### config.mk
export PLATFORM = sky130hd
export DESIGN_NAME = trig_seq_8p_flat
export DESIGN_NICKNAME = d
export VERILOG_FILES = /design/src/rtl/trig_seq_8p_if.sv /design/src/rtl/trig_seq_8p.sv /design/src/flat_wrapper.sv
export SDC_FILE = /design/constraint.sdc
export NUM_CORES = 1
export LEC_CHECK = 0
export CAP_MARGIN = 20
export CORE_UTILIZATION = 35
export DETAILED_ROUTE_END_ITERATION = 8
export PLACE_DENSITY_LB_ADDON = 0.25
export SYNTH_ARGS = -nofsm -noshare
export SYNTH_HDL_FRONTEND = slang
export SYNTH_SLANG_ARGS = --single-unit
### constraint.sdc
create_clock -name iClk -period 8.8 [get_ports iClk]
set_clock_uncertainty 0.15 [all_clocks]
set_input_delay 1.76 -clock iClk [delete_from_list [all_inputs] [get_ports iClk]]
set_output_delay 1.76 -clock iClk [all_outputs]
set_load 0.005 [all_outputs]
### src/rtl/trig_seq_8p_if.sv
// Host/table-side signal bundle for the trigger sequencer.
// Writes are single-cycle strobes: a *_FLAG high for one clock qualifies its data in that cycle.
interface trig_seq_8p_if #(
  parameter int DUR_W = 32
);
  logic             iSET_DUR_FLAG;
  logic [2:0]       iSET_STEP;
  logic [DUR_W-1:0] iSET_DUR;
  logic             iSET_GAP_FLAG;
  logic [DUR_W-1:0] iSET_GAP;
  logic             iSET_NSTEP_FLAG;
  logic [3:0]       iSET_NSTEP;
  logic             iStart;
  logic             iAbort;
  logic             oIndexFlag;
  logic [7:0]       oIndex;
  logic             oTrigger;
  logic [2:0]       oStep;
  logic             oBusy;
  logic             oDone;
  logic [2:0]       dbg_state;

  modport master (
    output iSET_DUR_FLAG, iSET_STEP, iSET_DUR, iSET_GAP_FLAG, iSET_GAP,
           iSET_NSTEP_FLAG, iSET_NSTEP, iStart, iAbort,
    input  oIndexFlag, oIndex, oTrigger, oStep, oBusy, oDone, dbg_state
  );

  modport slave (
    input  iSET_DUR_FLAG, iSET_STEP, iSET_DUR, iSET_GAP_FLAG, iSET_GAP,
           iSET_NSTEP_FLAG, iSET_NSTEP, iStart, iAbort,
    output oIndexFlag, oIndex, oTrigger, oStep, oBusy, oDone, dbg_state
  );
endinterface

### src/rtl/trig_seq_8p.sv
// Trigger sequencer: loads the code table index, then plays up to 8 programmed
// trigger pulses from slot nstep-1 down to 0, separated by a common gap.
module trig_seq_8p #(
  parameter int DUR_W     = 32,
  parameter int NSTEP_MAX = 8
) (
  input  logic         iClk,
  input  logic         iRst,
  trig_seq_8p_if.slave bus
);

  typedef enum logic [2:0] {
    S_IDLE   = 3'd0,
    S_LOAD   = 3'd1,
    S_SETTLE = 3'd2,
    S_ON     = 3'd3,
    S_OFF    = 3'd4,
    S_TAIL   = 3'd5
  } state_t;

  state_t           state_q, state_d;
  logic [DUR_W-1:0] cnt_q, cnt_d;
  logic [2:0]       step_q, step_d;
  logic [7:0]       index_q, index_d;
  logic             flag_q, flag_d;
  logic             trig_q, trig_d;
  logic             busy_q, busy_d;
  logic             done_q, done_d;
  logic [2:0]       sync_q, sync_d;
  logic [DUR_W-1:0] gap_q, gap_d;
  logic [3:0]       nstep_q, nstep_d;
  logic [DUR_W-1:0] dur_q [NSTEP_MAX];
  logic [DUR_W-1:0] dur_d [NSTEP_MAX];

  logic       start_edge;
  logic [2:0] last_slot;
  logic [2:0] prev_step;

  // sync_q[1] is the metastability-safe copy; sync_q[2] only exists for edge detect.
  assign sync_d     = {sync_q[1:0], bus.iStart};
  assign start_edge = sync_q[1] & ~sync_q[2];
  assign last_slot  = nstep_q[2:0] - 3'd1;
  assign prev_step  = step_q - 3'd1;

  always_comb begin
    state_d = state_q;
    cnt_d   = cnt_q;
    step_d  = step_q;
    index_d = index_q;
    gap_d   = gap_q;
    nstep_d = nstep_q;
    dur_d   = dur_q;

    if (state_q == S_IDLE) begin
      if (bus.iSET_DUR_FLAG)
        dur_d[bus.iSET_STEP] = (bus.iSET_DUR == '0) ? DUR_W'(1) : bus.iSET_DUR;
      if (bus.iSET_GAP_FLAG)
        gap_d = (bus.iSET_GAP == '0) ? DUR_W'(1) : bus.iSET_GAP;
      if (bus.iSET_NSTEP_FLAG && (bus.iSET_NSTEP != 4'd0))
        nstep_d = (bus.iSET_NSTEP > 4'(NSTEP_MAX)) ? 4'(NSTEP_MAX) : bus.iSET_NSTEP;
    end

    case (state_q)
      S_IDLE: begin
        if (start_edge && !bus.iAbort) begin
          state_d = S_LOAD;
          step_d  = last_slot;
          index_d = {5'd0, last_slot};
        end
      end
      S_LOAD: state_d = S_SETTLE;
      S_SETTLE: begin
        state_d = S_ON;
        cnt_d   = dur_q[step_q];
      end
      S_ON: begin
        if (cnt_q == DUR_W'(1)) begin
          if (step_q == 3'd0) begin
            state_d = S_TAIL;
          end else begin
            state_d = S_OFF;
            cnt_d   = gap_q;
          end
        end else begin
          cnt_d = cnt_q - DUR_W'(1);
        end
      end
      S_OFF: begin
        if (cnt_q == DUR_W'(1)) begin
          state_d = S_ON;
          step_d  = prev_step;
          cnt_d   = dur_q[prev_step];
        end else begin
          cnt_d = cnt_q - DUR_W'(1);
        end
      end
      S_TAIL:  state_d = S_IDLE;
      default: state_d = S_IDLE;
    endcase

    // Abort wins over everything, including a start edge seen in the same cycle.
    if (bus.iAbort && (state_q != S_IDLE))
      state_d = S_IDLE;

    flag_d = (state_d == S_LOAD);
    trig_d = (state_d == S_ON);
    busy_d = (state_d == S_LOAD) || (state_d == S_SETTLE) ||
             (state_d == S_ON)   || (state_d == S_OFF);
    done_d = (state_d == S_TAIL);
  end

  always_ff @(posedge iClk or negedge iRst) begin
    if (!iRst) begin
      state_q <= S_IDLE;
      cnt_q   <= '0;
      step_q  <= '0;
      index_q <= '0;
      flag_q  <= 1'b0;
      trig_q  <= 1'b0;
      busy_q  <= 1'b0;
      done_q  <= 1'b0;
      sync_q  <= '0;
      gap_q   <= DUR_W'(1);
      nstep_q <= 4'(NSTEP_MAX);
      for (int i = 0; i < NSTEP_MAX; i++) dur_q[i] <= DUR_W'(1);
    end else begin
      state_q <= state_d;
      cnt_q   <= cnt_d;
      step_q  <= step_d;
      index_q <= index_d;
      flag_q  <= flag_d;
      trig_q  <= trig_d;
      busy_q  <= busy_d;
      done_q  <= done_d;
      sync_q  <= sync_d;
      gap_q   <= gap_d;
      nstep_q <= nstep_d;
      dur_q   <= dur_d;
    end
  end

  assign bus.oIndexFlag = flag_q;
  assign bus.oIndex     = index_q;
  assign bus.oTrigger   = trig_q;
  assign bus.oStep      = step_q;
  assign bus.oBusy      = busy_q;
  assign bus.oDone      = done_q;
  assign bus.dbg_state  = state_q;

endmodule

### src/flat_wrapper.sv
// flat-port wrapper written by rule: the top's interface ports become plain ports
module trig_seq_8p_flat 
#(
  parameter int DUR_W     = 32,
  parameter int NSTEP_MAX = 8
)
  (iClk, iRst, bus_iSET_DUR_FLAG, bus_iSET_STEP, bus_iSET_DUR, bus_iSET_GAP_FLAG, bus_iSET_GAP, bus_iSET_NSTEP_FLAG, bus_iSET_NSTEP, bus_iStart, bus_iAbort, bus_oIndexFlag, bus_oIndex, bus_oTrigger, bus_oStep, bus_oBusy, bus_oDone, bus_dbg_state);
  trig_seq_8p_if #(.DUR_W(DUR_W)) bus_i ();
  input  logic iClk;
  input  logic iRst;
  input wire logic [$bits(bus_i.iSET_DUR_FLAG)-1:0] bus_iSET_DUR_FLAG;
  input wire logic [$bits(bus_i.iSET_STEP)-1:0] bus_iSET_STEP;
  input wire logic [$bits(bus_i.iSET_DUR)-1:0] bus_iSET_DUR;
  input wire logic [$bits(bus_i.iSET_GAP_FLAG)-1:0] bus_iSET_GAP_FLAG;
  input wire logic [$bits(bus_i.iSET_GAP)-1:0] bus_iSET_GAP;
  input wire logic [$bits(bus_i.iSET_NSTEP_FLAG)-1:0] bus_iSET_NSTEP_FLAG;
  input wire logic [$bits(bus_i.iSET_NSTEP)-1:0] bus_iSET_NSTEP;
  input wire logic [$bits(bus_i.iStart)-1:0] bus_iStart;
  input wire logic [$bits(bus_i.iAbort)-1:0] bus_iAbort;
  output wire logic [$bits(bus_i.oIndexFlag)-1:0] bus_oIndexFlag;
  output wire logic [$bits(bus_i.oIndex)-1:0] bus_oIndex;
  output wire logic [$bits(bus_i.oTrigger)-1:0] bus_oTrigger;
  output wire logic [$bits(bus_i.oStep)-1:0] bus_oStep;
  output wire logic [$bits(bus_i.oBusy)-1:0] bus_oBusy;
  output wire logic [$bits(bus_i.oDone)-1:0] bus_oDone;
  output wire logic [$bits(bus_i.dbg_state)-1:0] bus_dbg_state;
  assign bus_i.iSET_DUR_FLAG = bus_iSET_DUR_FLAG;
  assign bus_i.iSET_STEP = bus_iSET_STEP;
  assign bus_i.iSET_DUR = bus_iSET_DUR;
  assign bus_i.iSET_GAP_FLAG = bus_iSET_GAP_FLAG;
  assign bus_i.iSET_GAP = bus_iSET_GAP;
  assign bus_i.iSET_NSTEP_FLAG = bus_iSET_NSTEP_FLAG;
  assign bus_i.iSET_NSTEP = bus_iSET_NSTEP;
  assign bus_i.iStart = bus_iStart;
  assign bus_i.iAbort = bus_iAbort;
  assign bus_oIndexFlag = bus_i.oIndexFlag;
  assign bus_oIndex = bus_i.oIndex;
  assign bus_oTrigger = bus_i.oTrigger;
  assign bus_oStep = bus_i.oStep;
  assign bus_oBusy = bus_i.oBusy;
  assign bus_oDone = bus_i.oDone;
  assign bus_dbg_state = bus_i.dbg_state;
  trig_seq_8p #(.DUR_W(DUR_W), .NSTEP_MAX(NSTEP_MAX)) u_core (.iClk(iClk), .iRst(iRst), .bus(bus_i));
endmodule
### Yosys cells after proc, flatten, opt, wreduce, memory -nomap -nowiden

Cells that the tools add are included.

| word-level totals | value |
|---|---|
| register bits | 339 |
| input bits | 78 |
| output and inout port bits | 18 |
| word-level logic and storage cells | 92 |

| cells by class | value |
|---|---|
| $add $sub $neg | 3 |
| magnitude comparators | 5 |
| equality and inequality tests | 13 |
| mux-type cells | 25 |
| bitwise logic cells | 5 |
| reduce and logical (&&, ||, !) cells | 22 |

Operator list:

| operator | number |
|---|---|
| two-way mux 32 bit | 10 |
| bitwise mux 256 bit | 1 |
| binary-select mux 32 bit (select 3 bit) | 2 |
| demux 32 bit (select 3 bit) | 1 |
| one-hot mux 32 bit (3 select lines) | 1 |
| logical NOT 32 bit | 2 |
| == test 32 x 1 -> 1 bit, second input constant | 1 |
| subtractor 32 x 1 -> 32 bit, second input constant | 1 |
| two-way mux 3 bit | 7 |
| one-hot mux 3 bit (5 select lines) | 1 |
| == test 3 x 2 -> 1 bit, second input constant | 4 |
| greater-or-equal comparator 4 bit, second input constant | 3 |
| inverter 3 -> 4 bit | 3 |
| AND reduction 2 bit | 5 |
| == test 3 bit, second input constant | 3 |
| == test 3 x 1 -> 1 bit, second input constant | 2 |
| logical NOT 3 bit | 2 |
| one-hot mux 3 bit (2 select lines) | 1 |
| nonzero test 3 bit | 2 |
| subtractor 3 x 1 -> 3 bit, second input constant | 2 |
| > comparator 4 bit, second input constant | 1 |
| logical AND 1 bit | 4 |
| less-than comparator 4 x 1 -> 1 bit, second input constant | 1 |
| nonzero test 4 bit | 1 |
| other kinds (10) | 12 |

### Depth between registers and ports, before layout

| logic depth | value |
|---|---|
| word-level depth | 10 |
| gate-level depth with buffers | 16 |
| mapped depth without buffers | 8 |

### Worst setup path before layout

OpenSTA, ideal clock, no wires.

| timing path | value |
|---|---|
| kind | flip-flop to flip-flop |
| start point | register u_core.step_q[0] (netlist: u_core.bus.oStep[0]) |
| end point | register u_core.cnt_q[22] |
| library setup time | 0.123 ns |
| arrival time | 3.397 ns |
| data required time | 8.527 ns |
| path slack | 5.130 ns |
| cell stages (with the launch flop) | 13 |
| buffers on the path | 5 |
| period minus slack after synthesis | 3.670 ns |
| cell sequence | dfrtp_1 buf_2 buf_4 buf_2 inv_1 clkbuf_1 ha_1 xor2_2 buf_6 mux4_2 a211oi_1 o21ai_0 o221a_2 |

| on the way | value |
|---|---|
| word-level cells in the longest chain between the ends | 7 |
| elaborated cells between the ends (all ways) | 14 |
| those cells by class | add/sub (1); eq/ne (1); mux (8); bitwise (2); reduce/logical (2) |

Ends and longest elaborated chain:

| element | line | source |
|---|---|---|
| start, declared | trig_seq_8p.sv:23 | `logic [2:0] step_q, step_d;` |
| start signal, assigned | trig_seq_8p.sv:129 | `step_q <= step_d;` |
| subtractor 3 x 1 -> 3 bit | trig_seq_8p.sv:43 | `assign prev_step = step_q - 3'd1;` |
| inverter 3 -> 4 bit (not written as such) | trig_seq_8p.sv:92 | `cnt_d = dur_q[prev_step];` |
| binary-select mux 32 bit (select 3 bit) | trig_seq_8p.sv:92 |  |
| two-way mux 32 bit (not written as such) (2 in a row) | trig_seq_8p.sv:92 |  |
| two-way mux 32 bit | trig_seq_8p.sv:89 | `if (cnt_q == DUR_W'(1)) begin` |
| one-hot mux 32 bit (3 select lines) | trig_seq_8p.sv:63 | `case (state_q)` |
| end signal, assigned | trig_seq_8p.sv:128 | `cnt_q <= cnt_d;` |
| end, declared | trig_seq_8p.sv:22 | `logic [DUR_W-1:0] cnt_q, cnt_d;` |

Several ways; a longest one is shown, not always the timed one. The select of a mux whose other input is x is not followed.
A chain may end at the register's enable or synchronous reset.

### Worst setup path in the final report

| timing path | value |
|---|---|
| start point | register u_core.step_q[1] (netlist: u_core.bus.oStep[1]) |
| end point | register u_core.cnt_q[13] |

The elaborated chain is that of the path after synthesis.

==> summary.txt <==
Status
  – Status: finished clean

Floorplanning
  – Die X: 231.1 um
  – Starting Density: 0.3558
  – Site row count: 83
  – CORE AREA: between 50000 and 60000 um^2
  – Io pins: 96
  – Die height: 231.1 um
  – Die ar.: 53390 um^2

Drt
  – Vias per cell: 5.942
  – Vias: 13060
  – Iter 0 DRT Violations: 1147
  – Post-DR wirelength/cell: between 20 and 30 um
  – TritonRoute pass-1 iters: 5
  – Final wirelength: 56330 um
  – # DRC: 0
  – Antenna-violating nets left: 0

Final layout
  – Final #Nets: about 1600
  – Fin area: 21170 um^2
  – Share of post-route cells with drive strength above 1: 0.3551
  – Synth-to-Final Area Change: 15.27%
  – Post-layout util: 0.4101
  – # fillers: 4767
  – Antenna cells: 0
  – Most frequent cells in the layout: 328 x dfrtp_1, 309 x mux2_2, 105 x mux4_2, 98 x nand2_1, 89 x clkdlybuf4s50_1
  – Commonest non-fill, non-tap cell in the layout: dfrtp_1
  – Footprint of the multi-input gates: 9376 um^2
  – FF/Latch Area: between 8000 and 9000 um^2

Logic synthesis
  – Post-synth ARST share: 1.000
  – Synthesized area per cell: 12.80 um^2
  – Yosys reg bits: 339
  – Register area share after synthesis: 0.4626
  – Yosys Warn Count: 0
  – Number of flops mapped to enable cells by yosys: 0
  – Post-Syn Area: 18360 um^2
  – Unique masters post-synth: 76
  – Cells after Synth: around 1400
  – Main synth FF type: dfrtp_1

Pwr
  – Clock network power share: 0.266
  – Int Pwr: between 3 and 4 mW
  – Gate power share: 0.332
  – Switching power: between 1.5 and 2 mW
  – Power Density: between 200 and 300 nW/um^2
  – Sequential Power Share: 0.402
  – Sw frac: 0.3325
  – Peak VDD IR: 0.0001354 V
  – Static leakage: 8.462 nW

Clock network
  – Cells resized by post-CTS repair: 0
  – Hold-fix buffers, CTS: 0
  – Root buffer cell: clkbuf_16
  – Clk Latency, worst-skew pair: 0.56 ns
  – Setup bufs post-CTS: 0
  – Clock Pin Slew Worst Setup and Hold Paths: 0.06 ns
  – Sink Count: 339
  – CTS Buffer Depth: 3
  – # H-tree levels: 2
  – CTS tree: done
  – Cts bufs inserted: 38

Worst setup path
  – Type of destination of the critical path: flip-flop
  – Setup CP Type: flip-flop to flip-flop
  – Critical Path Source: u_core.bus.oStep[1]
  – Arrival time at the worst endpoint: 4.88 ns
  – Reg2reg start: u_core.bus.oStep[1]
  – Critical Path Start Type: flip-flop
  – Required time of the critical path: 9.09 ns
  – CP max FO: 56

STA
  – Tmin final: 4.594 ns
  – Slew Limit Fails: 0
  – Setup violators final: 0
  – Worst relative slew slack: 0.2524
  – RSZ-0062 raised after global routing: false
  – Setup TNS: 0 ns
  – Final Hold Viols: 0
  – Crit share post-route: 0.5221
  – Slew at the pin closest to its max-slew limit: 1.121 ns
  – F_max: 217.7 MHz
  – Post-route setup slack: 4.206 ns

Global route
  – First-pass GRT wire length: 86030 um
  – Vias in the first global route: 13130
  – Overall Global Routing Usage: 0.2139
  – Pin count of the biggest net entering global routing: 139
  – Congestion Overflow GR: 0
  – Initial antenna violation count: 1

Run
  – Max-Cap Viols: 0

Placed design
  – PortBufs: 90
  – Placed instance area: 19920 um^2
  – Setup WS pre-CTS: 4.278 ns
  – Routability congestion estimate: 0.8868
  – Post-DP HPWL: 35830 um

Hold path
  – Hold Crit Class: flip-flop to flip-flop
  – Hold_sp: u_core.sync_q[0]
==> final timing paths <==
| check | end | slack, ns | cells after the start |
|---|---|---|---|
| hold / removal | u_core.sync_q[1] | 0.20 | 0 |
| max in group asynchronous | u_core.dur_q[95] | 5.72 | 2 |
| min in group asynchronous | u_core.gap_q[6] | 1.10 | 1 |
| setup reg to reg | u_core.cnt_q[13] | 4.21 | 9 |
| setup / recovery | u_core.cnt_q[13] | 4.21 | 9 |
| hold reg to reg | u_core.sync_q[1] | 0.20 | 0 |
==> state kept, by name, indices dropped and copies added, names as in the netlist, 3 cells and up <==
register              flops
u_core.sync_q             3
u_core.bus.oIndex         3
u_core.cnt_q             32
u_core.dur_q            256
u_core.gap_q             32
u_core.nstep_q            3
u_core.bus.oStep          3
u_core.bus.dbg_state      3
==> stage by stage <==
step	hold slack, ns	total power, mW	instances
detailed placement	0.1879	4.398	2129
CTS	0.2009	6.015	2198
global placement	0.1834	4.353	2129
floorplan	0.1812	3.762	1439
global route	0.2210	6.286	2198
finish	0.2001	5.986	2198
==> Yosys cell counts (all sizes together) (5+ instances only) <==
cell type,n,area share
dfrtp,330,0.45
mux2,309,0.19
mux4,105,0.13
nand2,99,0.020
a21oi,62,0.017
buf,59,0.018
clkbuf,51,0.010
nor2,48,0.0098
mux2i,40,0.022
nor3,33,0.0099
nor4,33,0.013
o21ai,32,0.0087
a31oi,29,0.011
nand3,20,0.0055
or3,14,0.0050
inv,12,0.0025
a22o,11,0.0052
nand3b,10,0.0041
o211ai,10,0.0041
dfstp,9,0.013
nand4,9,0.0031
o22ai,7,0.0024
o2bb2ai,7,0.0033
and3,6,0.0020
xnor2,6,0.0029
ha,5,0.0034
nor2b,5,0.0017
nor3b,5,0.0023
o221ai,5,0.0024
==> power groups by stage <==
stage                     Clock, mW  Sequential [mW]  Combinational [mW]
after floorplan                   0             2.25                1.52
after global placement            0             2.40                1.96
after detailed placement          0             2.42                1.98
after CTS                      1.63             2.39                1.99
after global routing           1.69             2.46                2.13
final                          1.59             2.40                1.99
==> critical path, stage by stage (launching register included) <==
cell,delay (ns)
dfrtp_2,0.85
inv_1,0.31
ha_4,0.69
buf_4,0.74
nor2b_1,0.09
a2111oi_0,0.40
a311oi_1,0.10
a221oi_1,0.65
a21oi_1,0.09
a221o_1,0.37
==> metal layers <==
metal	up-vias	global-route usage	part of all wire	wire [um]
met3	73	0.03900	0.065	3673
met5	-	0	0.00021	12
met1	6875	0.2987	0.44	24970
met4	2	0.05195	0.019	1058
met2	503	0.3435	0.47	26610
li1	5608	-	-	-
==> layout make-up <==
cell class                      count  share of cell area
Clock buffer                       59             0.05639
Clock inverter                     10            0.002778
Inverter                           12            0.002128
Multi-Input combinational cell    978              0.4430
Sequential cell                   339              0.4015
Tap cell                          680             0.04019
Timing Repair Buffer              120             0.05403
==> cells by family (layout without fill, tap and decap cells) <==
kind of cell	Yosys count	after routing	share of synthesized area
DFF	339	339	0.4626
other	1	5	0.0002042
muxes	454	454	0.3401
buffers and inverters	122	201	0.03114
and+or+nand+nor	295	295	0.08203
adders and majority gates	5	5	0.003407
AOI/OAI and AO/OA	211	211	0.07638
xor gates and xnor gates	8	8	0.004225
Power figures use the tool's default switching activity.
